## config.mk

```make
export PLATFORM = sky130hd
export DESIGN_NAME = led_frame_builder
export DESIGN_NICKNAME = d
export VERILOG_FILES = /design/src/rtl/led_frame_builder.sv
export SDC_FILE = /design/constraint.sdc
export NUM_CORES = 1
export LEC_CHECK = 0
export BUFFER_PORTS_ARGS = -buffer_cell sky130_fd_sc_hd__buf_2
export CORE_MARGIN = 4
export CORE_UTILIZATION = 35
export DETAILED_ROUTE_END_ITERATION = 8
export HOLD_SLACK_MARGIN = 0.08
export SLEW_MARGIN = 10
export SYNTH_ARGS = -nofsm -noshare
export SYNTH_HDL_FRONTEND = slang
export SYNTH_HIERARCHICAL = 1
export SYNTH_SLANG_ARGS = --single-unit
```

## constraint.sdc

```tcl
create_clock -name i_clk -period 10.2 [get_ports i_clk]
set_input_delay 1.53 -clock i_clk [delete_from_list [all_inputs] [get_ports i_clk]]
set_output_delay 1.53 -clock i_clk [all_outputs]
set_load 0.03 [all_outputs]
```

## src/rtl/led_frame_builder.sv

```systemverilog
// ---------------------------------------------------------------------------
// led_frame_builder
//   Collects per-channel brightness writes into a shadow buffer and, on a
//   commit or an auto-refresh tick, snapshots it into a stable frame for the
//   downstream spi_controller. Start is held until the controller reports the
//   transfer done. A timeout guards against a missing done.
//
//   Frame layout: o_frame_out[MSB -: 16] = HDR, then channel 0 .. CH_NUM-1,
//   each CH_W bits, channel 0 nearest the header (sent first, MSB-first).
//
// Ports
//   i_clk        system clock (same domain as spi_controller)
//   i_rst        asynchronous, active-high reset
//   i_wr_en      shadow-buffer write strobe
//   i_wr_addr    channel index; values >= CH_NUM are ignored
//   i_wr_data    channel value
//   i_commit     single-cycle request to send the shadow buffer
//   i_auto_en    enables periodic refresh
//   i_spi_done   done level from spi_controller
//   o_frame_out  {HDR, ch0, ch1, ...} to spi_controller data_in
//   o_start      start to spi_controller (high in SEND and WAIT)
//   o_busy       high in LOAD, SEND and WAIT
//   o_err        sticky timeout flag
//   o_frame_cnt  completed-frame counter (wraps)
// ---------------------------------------------------------------------------

// Per-channel lane: one shadow register plus its slice of the frame snapshot.
// The snapshot takes the write-first value so a write landing in the LOAD
// cycle is part of the frame being sent.
module led_fb_chan #(
  parameter int CH_W = 16,
  parameter int AW   = 5,
  parameter int IDX  = 0
) (
  input  logic            i_clk,
  input  logic            i_rst,
  input  logic            i_wr_en,
  input  logic [AW-1:0]   i_wr_addr,
  input  logic [CH_W-1:0] i_wr_data,
  input  logic            i_load,
  output logic [CH_W-1:0] o_frame
);

  logic            w_hit;
  logic [CH_W-1:0] w_next;
  logic [CH_W-1:0] r_shadow;
  logic [CH_W-1:0] r_frame;

  assign w_hit  = i_wr_en && (i_wr_addr == AW'(IDX));
  assign w_next = w_hit ? i_wr_data : r_shadow;

  always_ff @(posedge i_clk or posedge i_rst) begin
    if (i_rst) begin
      r_shadow <= '0;
    end else begin
      r_shadow <= w_next;
    end
  end

  always_ff @(posedge i_clk or posedge i_rst) begin
    if (i_rst) begin
      r_frame <= '0;
    end else if (i_load) begin
      r_frame <= w_next;
    end
  end

  assign o_frame = r_frame;

endmodule

module led_frame_builder #(
  parameter int          CH_NUM         = 24,
  parameter int          CH_W           = 16,
  parameter logic [15:0] HDR            = 16'hAA30,
  parameter int          REFRESH_CYCLES = 50000,
  parameter int          TIMEOUT_CYCLES = 4096
) (
  input  logic                     i_clk,
  input  logic                     i_rst,
  input  logic                     i_wr_en,
  input  logic [4:0]               i_wr_addr,
  input  logic [CH_W-1:0]          i_wr_data,
  input  logic                     i_commit,
  input  logic                     i_auto_en,
  input  logic                     i_spi_done,
  output logic [16+CH_NUM*CH_W-1:0] o_frame_out,
  output logic                     o_start,
  output logic                     o_busy,
  output logic                     o_err,
  output logic [15:0]              o_frame_cnt
);

  localparam int FW = 16 + CH_NUM * CH_W;
  localparam int AW = 5;
  localparam int RW = $clog2(REFRESH_CYCLES);
  localparam int TW = $clog2(TIMEOUT_CYCLES + 1);

  localparam logic [RW-1:0] REF_RELOAD = RW'(REFRESH_CYCLES - 1);
  localparam logic [TW-1:0] TO_LAST    = TW'(TIMEOUT_CYCLES - 1);

  typedef enum logic [1:0] {
    S_IDLE,
    S_LOAD,
    S_SEND,
    S_WAIT
  } state_t;

  state_t                        r_state;
  state_t                        w_state_nxt;
  logic                          r_pending;
  logic [RW-1:0]                 r_ref_cnt;
  logic [TW-1:0]                 r_to_cnt;
  logic                          r_send_cnt;
  logic                          r_done_q;
  logic                          r_err;
  logic [15:0]                   r_frame_cnt;

  logic                          w_tick;
  logic                          w_go;
  logic                          w_rise;
  logic                          w_to_hit;
  logic                          w_xfer;
  logic                          w_load;
  logic                          w_frame_done;
  logic                          w_timeout;
  logic [CH_NUM-1:0][CH_W-1:0]   w_chan;

  // -------------------------------------------------------------------------
  // Channel lanes and frame assembly
  // -------------------------------------------------------------------------
  assign w_load = (r_state == S_LOAD);

  for (genvar gi = 0; gi < CH_NUM; gi++) begin : g_ch
    led_fb_chan #(
      .CH_W (CH_W),
      .AW   (AW),
      .IDX  (gi)
    ) u_ch (
      .i_clk     (i_clk),
      .i_rst     (i_rst),
      .i_wr_en   (i_wr_en),
      .i_wr_addr (i_wr_addr),
      .i_wr_data (i_wr_data),
      .i_load    (w_load),
      .o_frame   (w_chan[gi])
    );
    // Channel 0 sits directly below the header.
    assign o_frame_out[FW-17-CH_W*gi -: CH_W] = w_chan[gi];
  end

  assign o_frame_out[FW-1 -: 16] = HDR;

  // -------------------------------------------------------------------------
  // Request sources
  // -------------------------------------------------------------------------
  assign w_tick   = i_auto_en && (r_state == S_IDLE) && (r_ref_cnt == '0);
  // A commit seen in IDLE launches directly so commit -> start is 2 cycles;
  // commit, pending and tick together still yield a single frame.
  assign w_go     = r_pending || i_commit || w_tick;
  assign w_rise   = i_spi_done && !r_done_q;
  assign w_xfer   = (r_state == S_SEND) || (r_state == S_WAIT);
  assign w_to_hit = (r_to_cnt == TO_LAST);

  // -------------------------------------------------------------------------
  // FSM
  // -------------------------------------------------------------------------
  always_ff @(posedge i_clk or posedge i_rst) begin
    if (i_rst) begin
      r_state <= S_IDLE;
    end else begin
      r_state <= w_state_nxt;
    end
  end

  always_comb begin
    w_state_nxt  = r_state;
    w_frame_done = 1'b0;
    w_timeout    = 1'b0;
    case (r_state)
      S_IDLE: begin
        if (w_go) w_state_nxt = S_LOAD;
      end
      S_LOAD: begin
        w_state_nxt = S_SEND;
      end
      S_SEND: begin
        if (w_to_hit) begin
          w_state_nxt = S_IDLE;
          w_timeout   = 1'b1;
        end else if (!i_spi_done || r_send_cnt) begin
          // done low means accepted; after 2 cycles of high, assume accepted.
          w_state_nxt = S_WAIT;
        end
      end
      S_WAIT: begin
        // A completion on the last allowed cycle still counts as a frame.
        if (w_rise) begin
          w_state_nxt  = S_IDLE;
          w_frame_done = 1'b1;
        end else if (w_to_hit) begin
          w_state_nxt = S_IDLE;
          w_timeout   = 1'b1;
        end
      end
      default: begin
        w_state_nxt = S_IDLE;
      end
    endcase
  end

  // -------------------------------------------------------------------------
  // Pending commit, refresh timer, transfer counters, status
  // -------------------------------------------------------------------------
  always_ff @(posedge i_clk or posedge i_rst) begin
    if (i_rst) begin
      r_pending <= 1'b0;
    end else if ((r_state == S_IDLE) && w_go) begin
      r_pending <= 1'b0;
    end else if (i_commit) begin
      r_pending <= 1'b1;
    end
  end

  // Counts only in IDLE, so time spent busy pauses the refresh period.
  always_ff @(posedge i_clk or posedge i_rst) begin
    if (i_rst) begin
      r_ref_cnt <= REF_RELOAD;
    end else if (!i_auto_en) begin
      r_ref_cnt <= REF_RELOAD;
    end else if (r_state == S_IDLE) begin
      if (r_ref_cnt == '0) r_ref_cnt <= REF_RELOAD;
      else                 r_ref_cnt <= r_ref_cnt - RW'(1);
    end
  end

  always_ff @(posedge i_clk or posedge i_rst) begin
    if (i_rst) begin
      r_to_cnt   <= '0;
      r_send_cnt <= 1'b0;
      r_done_q   <= 1'b0;
    end else begin
      r_to_cnt   <= w_xfer ? r_to_cnt + TW'(1) : '0;
      r_send_cnt <= (r_state == S_SEND);
      r_done_q   <= i_spi_done;
    end
  end

  always_ff @(posedge i_clk or posedge i_rst) begin
    if (i_rst) begin
      r_err       <= 1'b0;
      r_frame_cnt <= '0;
    end else begin
      if (w_timeout)    r_err       <= 1'b1;
      if (w_frame_done) r_frame_cnt <= r_frame_cnt + 16'd1;
    end
  end

  // Decoded from the state register so reset drops start asynchronously.
  assign o_start     = w_xfer;
  assign o_busy      = (r_state != S_IDLE);
  assign o_err       = r_err;
  assign o_frame_cnt = r_frame_cnt;

endmodule
```

==> impl_metrics.ini <==
[synth]
synth.distinct_cells = 71
synth_xor_area_share_pct = 0.709
ys.flop_type = dfrtp_1
syn_avg_cell_area_um2 = 10.6
seq_area_frac_synth_pct = 59.3
muxShareOfSynthArea_pct = 0
yosys_warnings = 6
synth_compound_area_share_pct = 13.8
synth_top_family_by_area = simple AND/OR/NAND/NOR gates
syn_area_um2 = 34600
ys_top_cells_by_count = 810 x dfrtp_1, 410 x nor2_1, 409 x nand2_1
ys_ff_latch = 819
postSynth.asyncResetShare_pct = 100
synth_most_common_cell = dfrtp_1
synth_cells = 3271
ys_top_cells_by_area = dfrtp_1 59%, a31oi_1 6.9%, nor2_1 4.4%, nand2_1 4.4%, nand3_2 4.4%
yosys.area_share.simple_pct = 20.7
yosysTopAreaCellShare_pct = 58.6
yosys.area.top_type = dfrtp_1
synthAdderAreaFrac_pct = 0.145
synth_edf_count = 0

[sta]
setup-tns-final_ps = 0
fmax_mhz = 269
setup_viol = 0
finalHoldViolCount = 0
tightest_slew_ps = 1220
relSlewSlack_pct = 18.6
slew_violations = 0
post-route-period-util_pct = 36.4
skew_ps = 23.8
rsz0062_at_grt = false
fin_crit_ps = 3710

[clock_network]
cts_root_buf = clkbuf_16
cts_hold_buf = 0
cts.sinks = 819
worst_skew_pair.late_latency_ps = 680
clkTransAtPathRegs_ps = 60
tritoncts = yes
cts_made_buffers = 93
clk_path_buf_depth = 3
postCtsResizedCells = 0
h-tree-depth = 3
cts_setup_buffers = 0

[route]
wl_met3_mm = 8.86
wl_met2_mm = 50.8
drc = 0
wirelength_mm = 112
routed.top_layer = met4
via_per_inst = 5.39
first_pass_iters = 5
wl_met1_mm = 48.9
wl_per_cell_um = 22.3
vias = 27000
ant_nets = 0
drt_iter0_drc = 2358

[worst_setup_path]
crit_type = reg -> reg
r2r_cells = 6
cp-endpoint = g_ch[5].u_ch/o_frame[14]
arrival_ps = 4290
end_kind = flip-flop
r2r_start = r_state[0]
critPathLaunch = r_state[0]
r2r_end = g_ch[5].u_ch/o_frame[14]
critPathRequiredTime_ps = 10780
crit_fanout = 236
reg2reg_setup_slack_ps = 6490
start_kind = flip-flop

[power_and_ir_drop]
pwr-share-clk_pct = 26.9
swShare_pct = 41.4
power_frac_comb_pct = 35.3
power.density_nw_per_um2 = 329
leakage_nw = 18.7
report.power.total_mw = 13.3
switchingPower_mw = 5.51
internal_power_mw = 7.79
ir_drop_mv = 0.224
seq_power_share_pct = 37.8

[global_routing]
gr-total-overflow = 0
grtUsageTotal_pct = 21.0
grt_first_pass_wirelength_mm = 167
grt_max_degree = 237
antenna_found_initial = 0
grt_pass1_vias = 26000

[hold_path]
min_from = o_err
hold_class = reg -> reg

[floorplan]
start_util_pct = 35.2
die_y_um = 322
boundaryPins = 446
die_width_um = 322
dieArea_um2 = 104000
num_rows = 115
coreArea_um2 = 98300

[placement]
io_buffers = 429
hpwl_mm = 64.9
place.gp.congestion = 0.765

[layout]
area_growth_pct = 17.0
final_nets = 3670
drive_gt1_share_pct = 24.6

[run_status]
status = completed

[job]
drv_cap = 0
## per-stage QoR
stage	setup slack [ps]	hold WS [ps]	utilization [%]	std cells	instance area, um2
floorplan	5000	445	-	3285	34600
global placement	6290	433	37.8	4831	37200
detailed placement	6250	444	37.8	4831	37200
CTS	6590	457	41.2	5003	40500
global route	6240	485	41.2	5003	40500
finish	6490	454	41.2	5004	40500
## per-layer routing
layer	track usage (%)	vias to the layer above
li1	-	12300
met1	29.3	13600
met2	32.3	893
met3	5.07	166
met4	6.67	0
met5	0	-
## power by group through the flow
| stage | clock, mW | combinational (mW) | sequential [mW] |
|---|---|---|---|
| global placement | 0 | 4.69 | 5.04 |
| finish | 3.58 | 4.70 | 5.02 |
| floorplan | 0 | 1.64 | 6.47 |
| detailed placement | 0 | 4.74 | 5.06 |
| CTS | 3.66 | 4.74 | 5.02 |
| global route | 3.80 | 5.08 | 5.13 |
## cells by family after synthesis
kind of cell / Yosys count
other: 2
DFF: 819
adders and majority gates: 4
xor gates and xnor gates: 28
AOI/OAI and AO/OA: 796
buffers and inverters: 261
and+or+nand+nor: 1361
## sequential cells by signal (all words and copies together) (netlist names), 2 cells and up
register / count
r_state: 2
r_ref_cnt: 16
g_ch.u_ch/r_shadow: 384
r_to_cnt: 13
g_ch.u_ch/o_frame: 384
o_frame_cnt: 16
## critical path, cell delays in order, from the launching register on
cell	delay, ps
dfrtp_1	510
nor2b_4	230
buf_12	680
buf_4	800
buf_12	650
nor2_1	120
a31oi_1	180
## layout by cell type, fill, tap and decap left out, drive strengths merged, types with 5 or more instances in the layout
cell type  instances
dfrtp            810
buf              486
nor2             416
nand2            409
o21ai            395
a31oi            384
nand3            383
clkbuf           134
inv               40
nand4             30
xnor2             17
conb              16
clkinv            14
nand2b            13
and4bb            13
bufinv            12
xor2              11
nor2b             10
nand4bb           10
nand4b            10
dfstp              9
and4b              9
nor4               9
nor3               8
or2                8
clkinvlp           6
a21oi              6
or3                6
and2               5
## cell type report
type                            instances  area (um2)
Sequential cell                       819       20500
Multi-Input combinational cell       2205       12300
Tap cell                             1287        1610
Clock inverter                         38         584
Fill cell                            9583       57800
Clock buffer                          134        2710
Inverter                               34         128
Timing Repair Buffer                  486        2620
Antenna cell                            1        2.50
## worst min-delay path by stage
stage | endpoint | slack (ps) | cells past startpoint
finish | o_err | 450 | 1
global route | g_ch[4].u_ch/r_shadow[11] | 480 | 2
CTS | o_err | 460 | 1
detailed placement | o_err | 440 | 1
global placement | o_err | 430 | 1
floorplan | r_to_cnt[0] | 450 | 1
No activity file was read; power rests on OpenSTA's default activity.
